### config.mk
export PLATFORM = sky130hd
export DESIGN_NAME = request_queue
export DESIGN_NICKNAME = d
export VERILOG_FILES = /design/src/rtl/request_queue.sv
export SDC_FILE = /design/constraint.sdc
export NUM_CORES = 1
export LEC_CHECK = 0
export ABC_AREA = 1
export ABC_CLOCK_PERIOD_IN_PS = 15700
export CAP_MARGIN = 20
export CORE_MARGIN = 2
export CORE_UTILIZATION = 45
export CTS_BUF_LIST = sky130_fd_sc_hd__clkbuf_8 sky130_fd_sc_hd__clkbuf_16
export CTS_CLUSTER_SIZE = 16
export DETAILED_ROUTE_END_ITERATION = 10
export PLACE_DENSITY = 0.65
export SETUP_SLACK_MARGIN = 0.3
export SLEW_MARGIN = 20
export SYNTH_ARGS = -nofsm -noshare
export SYNTH_HDL_FRONTEND = slang
export SYNTH_SLANG_ARGS = --single-unit
### constraint.sdc
create_clock -name clk -period 15.7 [get_ports clk]
set_clock_uncertainty 0.2 [all_clocks]
set_input_delay 1.57 -clock clk [delete_from_list [all_inputs] [get_ports clk]]
set_output_delay 1.57 -clock clk [all_outputs]
set_load 0.05 [all_outputs]
### src/rtl/request_queue.sv
// In-order request FIFO between the trace parser and the DRAM scheduler; owns the
// simulation time base. Optional per-event logging: define REQUEST_QUEUE_LOG_EN.
module request_queue #(
    parameter int DEPTH         = 16,
    parameter int ADDRESS_WIDTH = 33
) (
    input  logic                       clk,
    input  logic                       rst,
    input  logic                       in_valid,
    input  logic [1:0]                 in_opcode,
    input  logic [ADDRESS_WIDTH-1:0]   in_address,
    input  logic [31:0]                in_time,
    output logic [31:0]                queue_time,
    output logic                       queue_full,
    output logic                       pending_request,
    output logic                       out_valid,
    input  logic                       out_ready,
    output logic [1:0]                 out_opcode,
    output logic [ADDRESS_WIDTH-1:0]   out_address,
    output logic [31:0]                out_time,
    output logic [$clog2(DEPTH):0]     count
);
    localparam int PW = $clog2(DEPTH);
    localparam int CW = PW + 1;
    localparam int EW = 2 + ADDRESS_WIDTH + 32;
    localparam logic [1:0] OP_NOP = 2'd3;

    logic [EW-1:0]  mem_q [DEPTH];
    logic [PW-1:0]  wr_ptr_q, wr_ptr_d, rd_ptr_q, rd_ptr_d;
    logic [CW-1:0]  count_q, count_d;
    logic [31:0]    queue_time_q, queue_time_d;
    logic           queue_full_q, queue_full_d;
    logic           pending_q, pending_d;
    logic           req_live, enq, deq, skip;

    always_comb begin
        req_live = in_valid && (in_opcode != OP_NOP);
        enq      = req_live && (in_time <= queue_time_q) && (count_q != CW'(DEPTH));
        deq      = (count_q != '0) && out_ready;
        // Jump over idle time only when nothing is buffered and the parser is waiting.
        skip     = (count_q == '0) && !enq && req_live && (in_time > queue_time_q + 32'd1);

        wr_ptr_d     = enq ? wr_ptr_q + PW'(1) : wr_ptr_q;
        rd_ptr_d     = deq ? rd_ptr_q + PW'(1) : rd_ptr_q;
        queue_time_d = skip ? in_time : queue_time_q + 32'd1;

        count_d = count_q;
        case ({enq, deq})
            2'b10:   count_d = count_q + CW'(1);
            2'b01:   count_d = count_q - CW'(1);
            default: count_d = count_q;
        endcase

        queue_full_d = (count_d == CW'(DEPTH));
        pending_d    = req_live && !enq;
    end

    always_ff @(posedge clk) begin
        if (rst) begin
            wr_ptr_q     <= '0;
            rd_ptr_q     <= '0;
            count_q      <= '0;
            queue_time_q <= '0;
            queue_full_q <= 1'b0;
            pending_q    <= 1'b0;
        end else begin
            wr_ptr_q     <= wr_ptr_d;
            rd_ptr_q     <= rd_ptr_d;
            count_q      <= count_d;
            queue_time_q <= queue_time_d;
            queue_full_q <= queue_full_d;
            pending_q    <= pending_d;
        end
    end

    // Storage is deliberately left uncleared by reset.
    always_ff @(posedge clk) begin
        if (!rst && enq)
            mem_q[wr_ptr_q] <= {in_opcode, in_address, in_time};
    end

`ifdef REQUEST_QUEUE_LOG_EN
    always_ff @(posedge clk) begin
        if (!rst) begin
            if (enq)
                $display("%0d ENQ %0d %0h %0d %0d", queue_time_q, in_opcode, in_address, in_time, count_q);
            if (deq)
                $display("%0d DEQ %0d %0h %0d %0d", queue_time_q, out_opcode, out_address, out_time, count_q);
            if (skip)
                $display("%0d SKIP %0d %0h %0d %0d", queue_time_q, in_opcode, in_address, in_time, count_q);
        end
    end
`else
`endif

    assign {out_opcode, out_address, out_time} = mem_q[rd_ptr_q];
    assign out_valid       = (count_q != '0);
    assign count           = count_q;
    assign queue_time      = queue_time_q;
    assign queue_full      = queue_full_q;
    assign pending_request = pending_q;
endmodule

# ---- Word-level counts from Yosys, hierarchy flattened
# Memory sizes are Yosys's and may differ from the RTL's. A register that Yosys moved wholly into a read port is not among the register bits.
# Cells that the tools add are included.
dict set report classes {
  add_sub_neg 5
  mul 0
  n_div 0
  order_cmp 2
  n_eq_ne 5
  shift 0
  mux 6
  n_bitwise 0
  n_reduce_logical 13
}
# op n
set ops {}
lappend ops {{$add A32 B1 Y32 const B} 1}
lappend ops {{$gt A32 B32 Y1} 1}
lappend ops {{$le A32 B32 Y1} 1}
lappend ops {{$mux W32} 1}
lappend ops {{$pmux W5 S2} 1}
lappend ops {{$logic_and A1 B1 Y1} 9}
lappend ops {{$add A4 B1 Y4 const B} 2}
lappend ops {{$mux W4} 2}
lappend ops {{$add A5 B1 Y5 const B} 1}
lappend ops {{$eq A5 B5 Y1 const B} 1}
lappend ops {{$logic_not A5 Y1} 1}
lappend ops {{$ne A5 B5 Y1 const B} 1}
lappend ops {{$reduce_bool A5 Y1} 1}
lappend ops {{$sub A5 B1 Y5 const B} 1}
lappend ops {{$eq A2 B1 Y1 const B} 1}
lappend ops {{$eq A2 B2 Y1 const B} 1}
lappend ops {{$logic_not A1 Y1} 2}
lappend ops {{$mux W1} 2}
lappend ops {{$ne A2 B2 Y1 const B} 1}
dict set report word_totals {
  ff_bits 47
  latch_bits 0
  ramBits 1072
  romBits 0
  input_bits 71
  output_inout_bits 107
  n_memories 1
}
# name depth word_bits rd rd_ports_with_merged_regs wr line_no
set mem_list {}
lappend mem_list {mem_q 16 67 1 1 1 28} ;# logic [EW-1:0] mem_q [DEPTH];

# ---- Logic depth before layout (Yosys ltp)
# Gate-level depths: netlist (run 1).
dict set report logic_depth {
  depth_word 9
  mapped_depth 25
  depth_no_buf 24
}

# ---- Least setup slack after synthesis (run 1)
# OpenSTA, ideal clock, no wires.
dict set report synth_timing {
  path_type {input-to-reg}
  startpoint {input port in_time[23]}
  endpoint {memory mem_q[9][0] in the netlist's numbering, enable pin}
  setup_time_ns 0.657
  arrival_time_ns 9.027
  path_slack_ns 5.816
  path_stages 10
  cell_sequence {ha_1 nand2_1 nor2_1 nand4_1 nor3b_2 nand2_1 nand2_1 nand2_2 buf_2 nor4_1}
}
dict set report synth_between {
  elab_chain_cells 6
}
# element line_no
set synth_rtl {}
lappend synth_rtl {{start, declared} 12} ;# input logic [31:0] in_time,
lappend synth_rtl {{$le A32 B32 Y1} 38} ;# enq = req_live && (in_time <= queue_time_q) && (count_q != CW'(DEPTH));
lappend synth_rtl {{$logic_and A1 B1 Y1 (2 in a row)} 38}
lappend synth_rtl {{$logic_and A1 B1 Y1} 78} ;# if (!rst && enq)
lappend synth_rtl {{$mux W1} 78}
lappend synth_rtl {{$mux W1 (implied by the code)} 79} ;# mem_q[wr_ptr_q] <= {in_opcode, in_address, in_time};
lappend synth_rtl {{end, declared} 28}
# No other way between the ends.

==> results of run 1 <==
kinds of logic after synthesis:
family                   after synthesis
buffers and inverters                548
XOR/XNOR                              34
flip-flops                          1123
AND/OR/NAND/NOR                      511
multiplexers                         269
AO/OA/AOI/OAI                        915
adder cells (fa/ha/maj)               75
worst register-to-register path: stages (launching register included):
cell and delay (ps):
dfxtp_1 450, inv_2 100, ha_1 290, nand2_1 60, nor2_1 150, nand4_1 120
nor3b_2 280, nand2_1 80, nand2_1 80, nand2_2 160, nor2_1 210, inv_1 200
nor3_2 740, buf_4 620, buf_4 600
state kept, by name, summed over array words and instances, names as in the netlist, named ones only:
name             flops
queue_time          32
rd_ptr_q             4
count                5
mem_q             1072
wr_ptr_q             4
pending_request      1
queue_full           1
through the flow:
step           setup WS (ps)  utilization (%)  cell area [um^2]
2_1_floorplan           5820                -             46800
3_3_place_gp            8800             48.4             50000
3_5_place_dp            8770             48.4             50000
4_1_cts                 8020             51.8             53500
5_1_grt                 7670             51.8             53500
6_report                7980             51.8             53500
layer usage:
layer | vias up | part of all wire [%] | global-route usage, %
met2 | 941 | 47 | 34.2
met3 | 168 | 6.8 | 3.27
li1 | 13100 | - | -
met4 | 4 | 2.1 | 5.91
met5 | - | 0.024 | 0
met1 | 14100 | 44 | 29.9
final timing paths:
path / from / endpoint / slack, ps
hold / removal: rd_ptr_q[2]$_SDFFE_PP0P_ / register / 270
setup / recovery: register / out_address[30] / 7980
setup reg to reg: queue_time[22]$_SDFF_PP0_ / mem_q[3][32]$_DFFE_PP_ / 10960
hold reg to reg: rd_ptr_q[2]$_SDFFE_PP0P_ / register / 270
synthesized netlist by cell type, drive strengths merged:
master and n:
clkbuf 138, o22ai 1, o211ai 268, nand2 242, dfxtp 51, fa 1
a31oi 1, ha 74, nand3 101, mux2i 269, a21boi 1, nor2 125
xor2 30, nor3 22, o21a 4, nand4 14, xnor2 4, a21oi 308
a21o 3, nor3b 2, nor4 5, o21ai 329, edfxtp 1072, buf 66
clkinv 2, inv 342
report_power, final:
group          switching [mW]  internal (mW)
combinational            1.71          0.844
sequential             0.0904           3.33
clock                    1.11           1.44
total                    2.91           5.62
area by class of cell:
cell class / instances / area (um^2)
repair buffers: 235 / 2250
inverters: 344 / 1300
clock inverters: 83 / 663
multi-input cells: 1804 / 11500
flip-flops and latches: 1123 / 33200
well taps: 1380 / 1730
diodes: 2 / 5.00
fillers: 8687 / 49800
clock buffers: 115 / 2820
==> reports/qor.csv, run 1 <==
stage;metric;value;unit
global_routing;vias in the first global route;27300;
synthesis;adder-cell share of the synthesized area;2.02;%
clock_network;H-Tree Depth;3;
detailed_routing;Routed WL;115;mm
detailed_routing;DR pass1 iterations;5;
die;initial core utilization;45.3;%
synthesis;Synth Register Bits;1123;
global_routing;pin count of the biggest net entering global routing;224;
clock_network;TritonCTS Sinks;1123;
sta;Slew headroom;26.7;%
place;Final HPWL DP;58.3;mm
synthesis;cell count after synthesis;3475;
clock_network;Max clock buf depth;3;
sta;min cycle time layout;7720;ps
critical_path;crit path capture type;output pin;
die;FP Rows;118;
job;max_cap viols;0;
sta;Max Slew Vio Count;0;
synthesis;largest family of logic cells by synthesized area;compound AO/OA/AOI/OAI gates;
sta;setup TNS;0;ps
synthesis;Synth area leader;edfxtp_1;
global_routing;remaining global-route overflow;0;
critical_path;crit path buf inv count;4;
finish;Finished Layout Cells;5086;
clock_network;Reg clk slew, reported paths;60;ps
pwr;Pwr Total;8.53;mW
die;core box area;103000;um^2
worst_hold_path;hold depth;2;
synthesis;post-synth cell types;39;
critical_path;critical path's top delay family;buffers and inverters;
sta;final setup violating endpoints;0;
synthesis;top-area cell type share of the netlist area;68.8;%
pwr;leakage dissipation;18.2;nW
detailed_routing;Via density;5.56;
sta;Worst Max-Slew Pin Slew;1100;ps
worst_hold_path;Hold Path Class;reg2reg;
sta;Final Hold Viols;0;
synthesis;mux cell area share after synthesis;5.75;%
synthesis;syn_area_per_cell;13.5;um^2
clock_network;CTS root buffer;clkbuf_16;
synthesis;synth top area cells;edfxtp_1, mux2i_1, o211ai_1;
sta;final hold slack;270;ps
global_routing;initial antenna violation count;5;
critical_path;cell breakdown of the critical path;buf_12 > buf_4 > buf_4 > mux2i_1 > o211ai_1 > o211ai_1 > nand2_1 > clkdlybuf4s50_1;
detailed_routing;Starting DRT DRC Count;2574;
synthesis;total number of yosys warnings;0;
sta;RSZ-0062 raised after global routing;false;
critical_path;worst reg2reg path depth;14;
clock_network;Worst-Skew Late Latency;700;ps
detailed_routing;Routed wire per std cell;22.5;um
die;die width;327;um
clock_network;CTS tree;built;
synthesis;complex-gate fraction of the synthesized area;11.3;%
pwr;maximum VDD drop;150;uV
detailed_routing;antenna-violating nets left;0;
die;Die Y;327;um
synthesis;XOR/XNOR Fraction of Synth Area;0.636;%
clock_network;number of gates resized after cts;0;
synthesis;Seq/Total Area, Yosys;71.0;%
critical_path;Worst path depth;8;
finish;P&R area growth vs syn;14.4;%
critical_path;CP Launch Type;register;
clock_network;post-CTS setup buffer count;0;
pwr;PwrDens;159;nW/um^2
critical_path;slowest CP cell;buf_4;
finish;layout cell share with drive strength beyond 1;6.94;%
finish;commonest non-fill, non-tap cell in the layout;edfxtp_1;
detailed_routing;drt drc;0;
sta;Final period util;49.2;%
critical_path;data required time of the worst path;13930;ps
synthesis;Synth Cell Area;46800;um^2
place;gpl congestion;0.805;
clock_network;cts bufs inserted;109;
clock_network;Hold-fix buffers, CTS;0;
critical_path;Worst Path Arrival;5950;ps
die;Top Ports;178;
place;Cells after DPL;4885;
critical_path;CP max stage delay;980;ps
synthesis;net count after synthesis;3621;
critical_path;WS Path Type;reg2out;
place;PortBufs;177;
finish;Nets;3763;
die;die area;107000;um^2
global_routing;first-pass GRT wire length;171;mm
global_routing;total track usage;21.2;%
sta;FMAX;130;MHz
critical_path;worst-path maximum fanout;176;
synthesis;simple-gate share of the synthesized area;4.76;%
detailed_routing;vias;28300;
finish;commonest cells after routing, fill and taps aside;edfxtp_1, inv_1, o21ai_0;
status;status;completed;
Note: power is estimated with default switching activity, not from simulation.
==> inputs of run 2 (changes only) <==
ABC_CLOCK_PERIOD_IN_PS = 6560   (was 15700)
PLACE_DENSITY = 0.67   (was 0.65)
clock period = 6.56 ns   (was 15.7 ns; I/O delays follow)
==> run 2 against run 1 <==
Compared with the run above: the flow now finishes with violations (antenna rules); combinational power is 140% higher; global-route usage is 0.83 points lower; core utilization is 0.20 points higher; routed wire length is 4.6% lower; largest cell class unchanged; largest power group unchanged; highest routed layer is now met4.
==> reports/qor.csv, run 2 (synthesis gave the netlist of run 1 again) <==
stage;metric;value;unit
status;status;finished, violations left;
status;failing checks;antenna rules;
detailed_routing;Via density;5.45;
critical_path;WS Path Type;reg2out;
critical_path;Worst path depth;6;
place;placed instance area;50300;um^2
pwr;Pwr Total;20.4;mW
global_routing;remaining global-route overflow;0;
critical_path;worst-path maximum fanout;62;
place;Cells after DPL;4898;
worst_hold_path;hold depth;2;
critical_path;slowest CP cell;clkdlybuf4s50_1;
die;Top Ports;178;
critical_path;data required time of the worst path;5700;ps
global_routing;total track usage;20.3;%
finish;Biggest register;mem_q;
place;worst slack, placed;1330;ps
critical_path;CP max stage delay;780;ps
die;die width;327;um
global_routing;vias in the first global route;27500;
sta;Final period util;73.0;%
job;max_cap viols;0;
finish;commonest non-fill, non-tap cell in the layout;edfxtp_1;
critical_path;crit path capture type;output pin;
clock_network;CTS tree;built;
finish;Finished Layout Cells;5103;
global_routing;initial antenna violation count;2;
detailed_routing;drt drc;0;
clock_network;cts bufs inserted;108;
clock_network;CTS root buffer;clkbuf_16;
pwr;PwrDens;380;nW/um^2
finish;Nets;3774;
pwr;maximum VDD drop;362;uV
pwr;leakage dissipation;18.3;nW
clock_network;Worst-Skew Late Latency;700;ps
clock_network;Reg clk slew, reported paths;60;ps
sta;Worst Max-Slew Pin Slew;1060;ps
clock_network;Hold-fix buffers, CTS;0;
place;PortBufs;177;
finish;P&R area growth vs syn;14.8;%
critical_path;worst reg2reg path depth;16;
finish;layout cell share with drive strength beyond 1;7.00;%
global_routing;first-pass GRT wire length;166;mm
detailed_routing;Starting DRT DRC Count;2385;
clock_network;number of gates resized after cts;0;
sta;Max Slew Vio Count;0;
sta;final setup violating endpoints;0;
place;gpl congestion;0.845;
critical_path;crit path buf inv count;3;
global_routing;pin count of the biggest net entering global routing;122;
sta;Slew headroom;29.2;%
die;initial core utilization;45.3;%
sta;min cycle time layout;4790;ps
critical_path;Worst Path Arrival;3930;ps
critical_path;critical path's top delay family;buffers and inverters;
critical_path;CP most frequent cell;buf_4;
clock_network;Max clock buf depth;3;
sta;final worst slack;1770;ps
sta;RSZ-0062 raised after global routing;false;
finish;Largest register FFs;1072;
place;Final HPWL DP;61.1;mm
detailed_routing;DR pass1 iterations;5;
die;Die Y;327;um
finish;Final Cell Area;53700;um^2
finish;commonest cells after routing, fill and taps aside;edfxtp_1, inv_1, o21ai_0;
detailed_routing;Routed WL;109;mm
sta;Final Hold Viols;0;
detailed_routing;vias;27800;
die;core box area;103000;um^2
sta;setup TNS;0;ps
critical_path;CP Launch Type;register;
clock_network;post-CTS setup buffer count;0;
detailed_routing;Routed wire per std cell;21.4;um
sta;FMAX;209;MHz
clock_network;TritonCTS Sinks;1123;
die;FP Rows;118;
worst_hold_path;Hold Path Class;reg2reg;
die;die area;107000;um^2
critical_path;cell breakdown of the critical path;buf_4 > buf_4 > o211ai_1 > nand3_1 > nand2_1 > clkdlybuf4s50_1;
detailed_routing;antenna-violating nets left;1;
clock_network;H-Tree Depth;3;
==> run 2: cell count changes in the layout (fill, tap and decap cells not counted), sizes merged <==
cell,before,now
diode,2,7
clkinv,44,39
buf,58,70
inv,371,376
clkinvlp,3,4
bufinv,9,10
clkbuf,115,113
==> run 2: path summary, 6_finish.rpt <==
| path | startpoint | endpoint | slack (ps) |
|---|---|---|---|
| setup / recovery | register | out_time[5] | 1770 |
| hold reg to reg | rd_ptr_q[3]$_SDFFE_PP0P_ | register | 260 |
| setup reg to reg | queue_time[18]$_SDFF_PP0_ | queue_time[13]$_SDFF_PP0_ | 2130 |
| hold / removal | rd_ptr_q[3]$_SDFFE_PP0P_ | register | 260 |
==> run 2: area by class of cell <==
class	instances	area, um^2
Clock inverter	85	702
Tap cell	1380	1730
Antenna cell	7	17.5
Fill cell	8624	49600
Timing Repair Buffer	247	2450
Inverter	344	1300
Clock buffer	113	2770
Sequential cell	1123	33200
Multi-Input combinational cell	1804	11500
==> run 2: routing by layer <==
metal,track usage [%],up-vias,part of all wire (%)
met3,2.80,138,5.8
met4,5.82,0,2.1
li1,-,13100,-
met5,0,-,0
met2,34.0,847,48
met1,27.9,13700,44
==> run 2: where the power goes <==
| group | internal (mW) | switching [mW] |
|---|---|---|
| combinational | 2.06 | 4.14 |
| clock | 3.44 | 2.59 |
| sequential | 7.98 | 0.226 |
| total | 13.5 | 6.95 |
==> run 2: worst reg2reg max path: stages (launching register included) <==
cell	delay, ps
dfxtp_1	460
nand2_1	150
nor2_1	120
nand2_1	70
nor4_1	540
nand4_1	450
xor2_1	290
ha_1	300
nand2_1	50
nor2_1	120
nand2_1	120
nor4_2	200
nand2_1	130
a21oi_2	190
nand3_4	560
nor2_1	320
nor2_1	70
==> run 2: metrics by stage <==
step           utilization (%)  hold WS (ps)
2_1_floorplan                -           236
3_3_place_gp              48.6           245
3_5_place_dp              48.6           253
4_1_cts                   52.0           267
5_1_grt                   52.0           288
6_report                  52.0           261
==> edit (settings of run 1) <==
Register the output `count` once more; this adds one clock of latency there. The other outputs are not delayed to match.
--- a/src/rtl/request_queue.sv
+++ b/src/rtl/request_queue.sv
@@ -95,7 +95,9 @@
 
     assign {out_opcode, out_address, out_time} = mem_q[rd_ptr_q];
     assign out_valid       = (count_q != '0);
-    assign count           = count_q;
+    always_ff @(posedge clk) begin
+        count <= count_q;
+    end
     assign queue_time      = queue_time_q;
     assign queue_full      = queue_full_q;
     assign pending_request = pending_q;
Behaviour: not the same (a bounded check fails within 4 cycles, from zero or initial values and one cycle with rst high).
==> edit against run 1 <==
Sequential power hardly changed. Final area is 0.45% higher. Area after synthesis is 0.64% higher. Register-to-register slack worse by 0.14 ns. Worst hold slack worse by 0.068 ns. Non-clock buffer count is 3 lower. Critical path type unchanged. Largest power group unchanged. Routed wire length is 3.1% lower. Power is 0.39% higher. Sequential cell count is 5 higher. Setup slack better by 0.36 ns.
==> edit: results (changes against run 1) <==
[drt]
detailedRoute.firstIterationViolations = 2291  ; -11%
met2WireLength_um = 53070  ; -1.2%
top_layer = met5
vias = 28101  ; -0.60%
routed-wl-met3_um = 5871  ; -25%
dr.pass1.iters = 5  ; unchanged
routed_via_density = 5.488  ; -1.3%
wirelength_um = 111000  ; -3.1%
drt-met1-wl_um = 49680  ; -1.8%

[power_and_ir_drop]
leakage_nw = 18.33  ; +0.71%
netSwitchingFraction = 0.3432  ; +0.002256
ir_worst_vdd_mv = 0.1340  ; -11%

[global_routing]
grt_util_all_layers = 0.2055  ; -0.006162
grt_pass1_wl_um = 169000  ; -1.0%
grt_max_degree = 194  ; -13%
grt_antenna_before_repair = 3  ; -2

[worst_setup_path]
ff2ff_path_depth = 18  ; +4
r2r_start = queue_time[0]
arrival_ns = 5.59  ; -0.36 ns
reg2reg_to = queue_time[30]
critPathMaxFanout = 96  ; -45%
r2r_setup_slack_ns = 10.82  ; -0.14 ns

[logic_synthesis]
synth_compound_area_frac = 0.1118  ; -0.0009813
yosysWarnings = 0  ; unchanged
yosysSeqAreaShare = 0.7072  ; -0.002380
synth_nets = 3659  ; +1.0%
muxShareOfSynthArea = 0.05716  ; -0.0003652
synthAdderAreaFrac = 0.02008  ; -0.0001283
ys_types = 41  ; +5.1%
synth-xor-area-share = 0.006322  ; -0.00004039
syn_avg_cell_area_um2 = 13.41  ; -0.45%
yosys-top-cells-area = edfxtp_1 (68%), mux2i_1 (5.7%), o211ai_1 (4.3%)
yosys-top-cells-count = edfxtp_1 (1072), inv_1 (361), o21ai_0 (328), a21oi_1 (307), mux2i_1 (269)

[min_path]
hold_start = count_q[2]
min_path_type = reg2reg
hold_depth = 0  ; -2

[layout]
fill_cells = 8651  ; -0.41%
drive_gt1_frac = 0.06765  ; -0.001737
diodes = 0  ; -2
nets = 3801  ; +1.0%

[timing]
worstMarginPinSlew_ns = 1.100  ; -0.0004112 ns
whs_ns = 0.2023  ; -0.06811 ns

[clock_tree]
root_buffer = clkbuf_16
cts-buffers-inserted = 114  ; +4.6%
clock_latency_ns = 0.68  ; -0.02 ns
cts_resized = 0  ; unchanged

[run_status]
status = complete, no violations

[place]
gp_congestion = 0.8783  ; +9.2%
dpl.hpwl_um = 61470  ; +5.5%
dp_cells = 4919  ; +0.70%
pre_cts_ws_ns = 8.889  ; +0.1204 ns
port_buffers = 177  ; unchanged
placedInstanceArea_um2 = 50300  ; +0.55%

## edit: cell types whose count changed in the layout (fill, tap and decap cells not counted), sizes merged, moves of 3 or more
| cell | delta |
|---|---|
| inv | +36 |
| nor2 | -13 |
| clkinv | -12 |
| nand4 | +12 |
| nand2 | +6 |
| dfxtp | +5 |
| nand3 | +5 |
| bufinv | -4 |
| clkbuf | +4 |
| buf | -3 |
## edit: layer usage
layer	global-route usage	vias to the layer above
met4	0.05355	2
met3	0.03040	158
met2	0.3393	811
li1	-	13213
met1	0.2858	13917
met5	0	-
## edit: final cells by class
| cell class | instances | area [um^2] | share of cell area |
|---|---|---|---|
| clock buffers | 119 | 2944 | 0.05474 |
| repair buffers | 232 | 2225 | 0.04137 |
| flip-flops and latches | 1128 | 33330 | 0.6197 |
| well taps | 1380 | 1727 | 0.03211 |
| multi-input cells | 1812 | 11630 | 0.2162 |
| inverters | 367 | 1390 | 0.02585 |
| clock inverters | 82 | 540.5 | 0.01005 |
## edit: power by group through the flow
stage	clock network [W]	logic (W)	registers (W)
2_1_floorplan	0	0.00176	0.00355
3_3_place_gp	0	0.00259	0.00350
3_5_place_dp	0	0.00261	0.00350
4_1_cts	0.00258	0.00262	0.00343
5_1_grt	0.00269	0.00283	0.00344
6_report	0.00253	0.00259	0.00343
## edit: worst max-delay path by stage
stage / from / to / slack [ns] / depth (start not counted)
after floorplan: in_time[23] / mem_q[13][0] / 5.79 / 10
after CTS: flop / out_time[31] / 8.31 / 8
after global placement: in_time[2] / mem_q[10][55] / 8.99 / 18
after detailed placement: in_time[2] / mem_q[12][38] / 8.89 / 18
final: flop / out_address[0] / 8.34 / 8
after global routing: flop / out_address[8] / 7.98 / 8
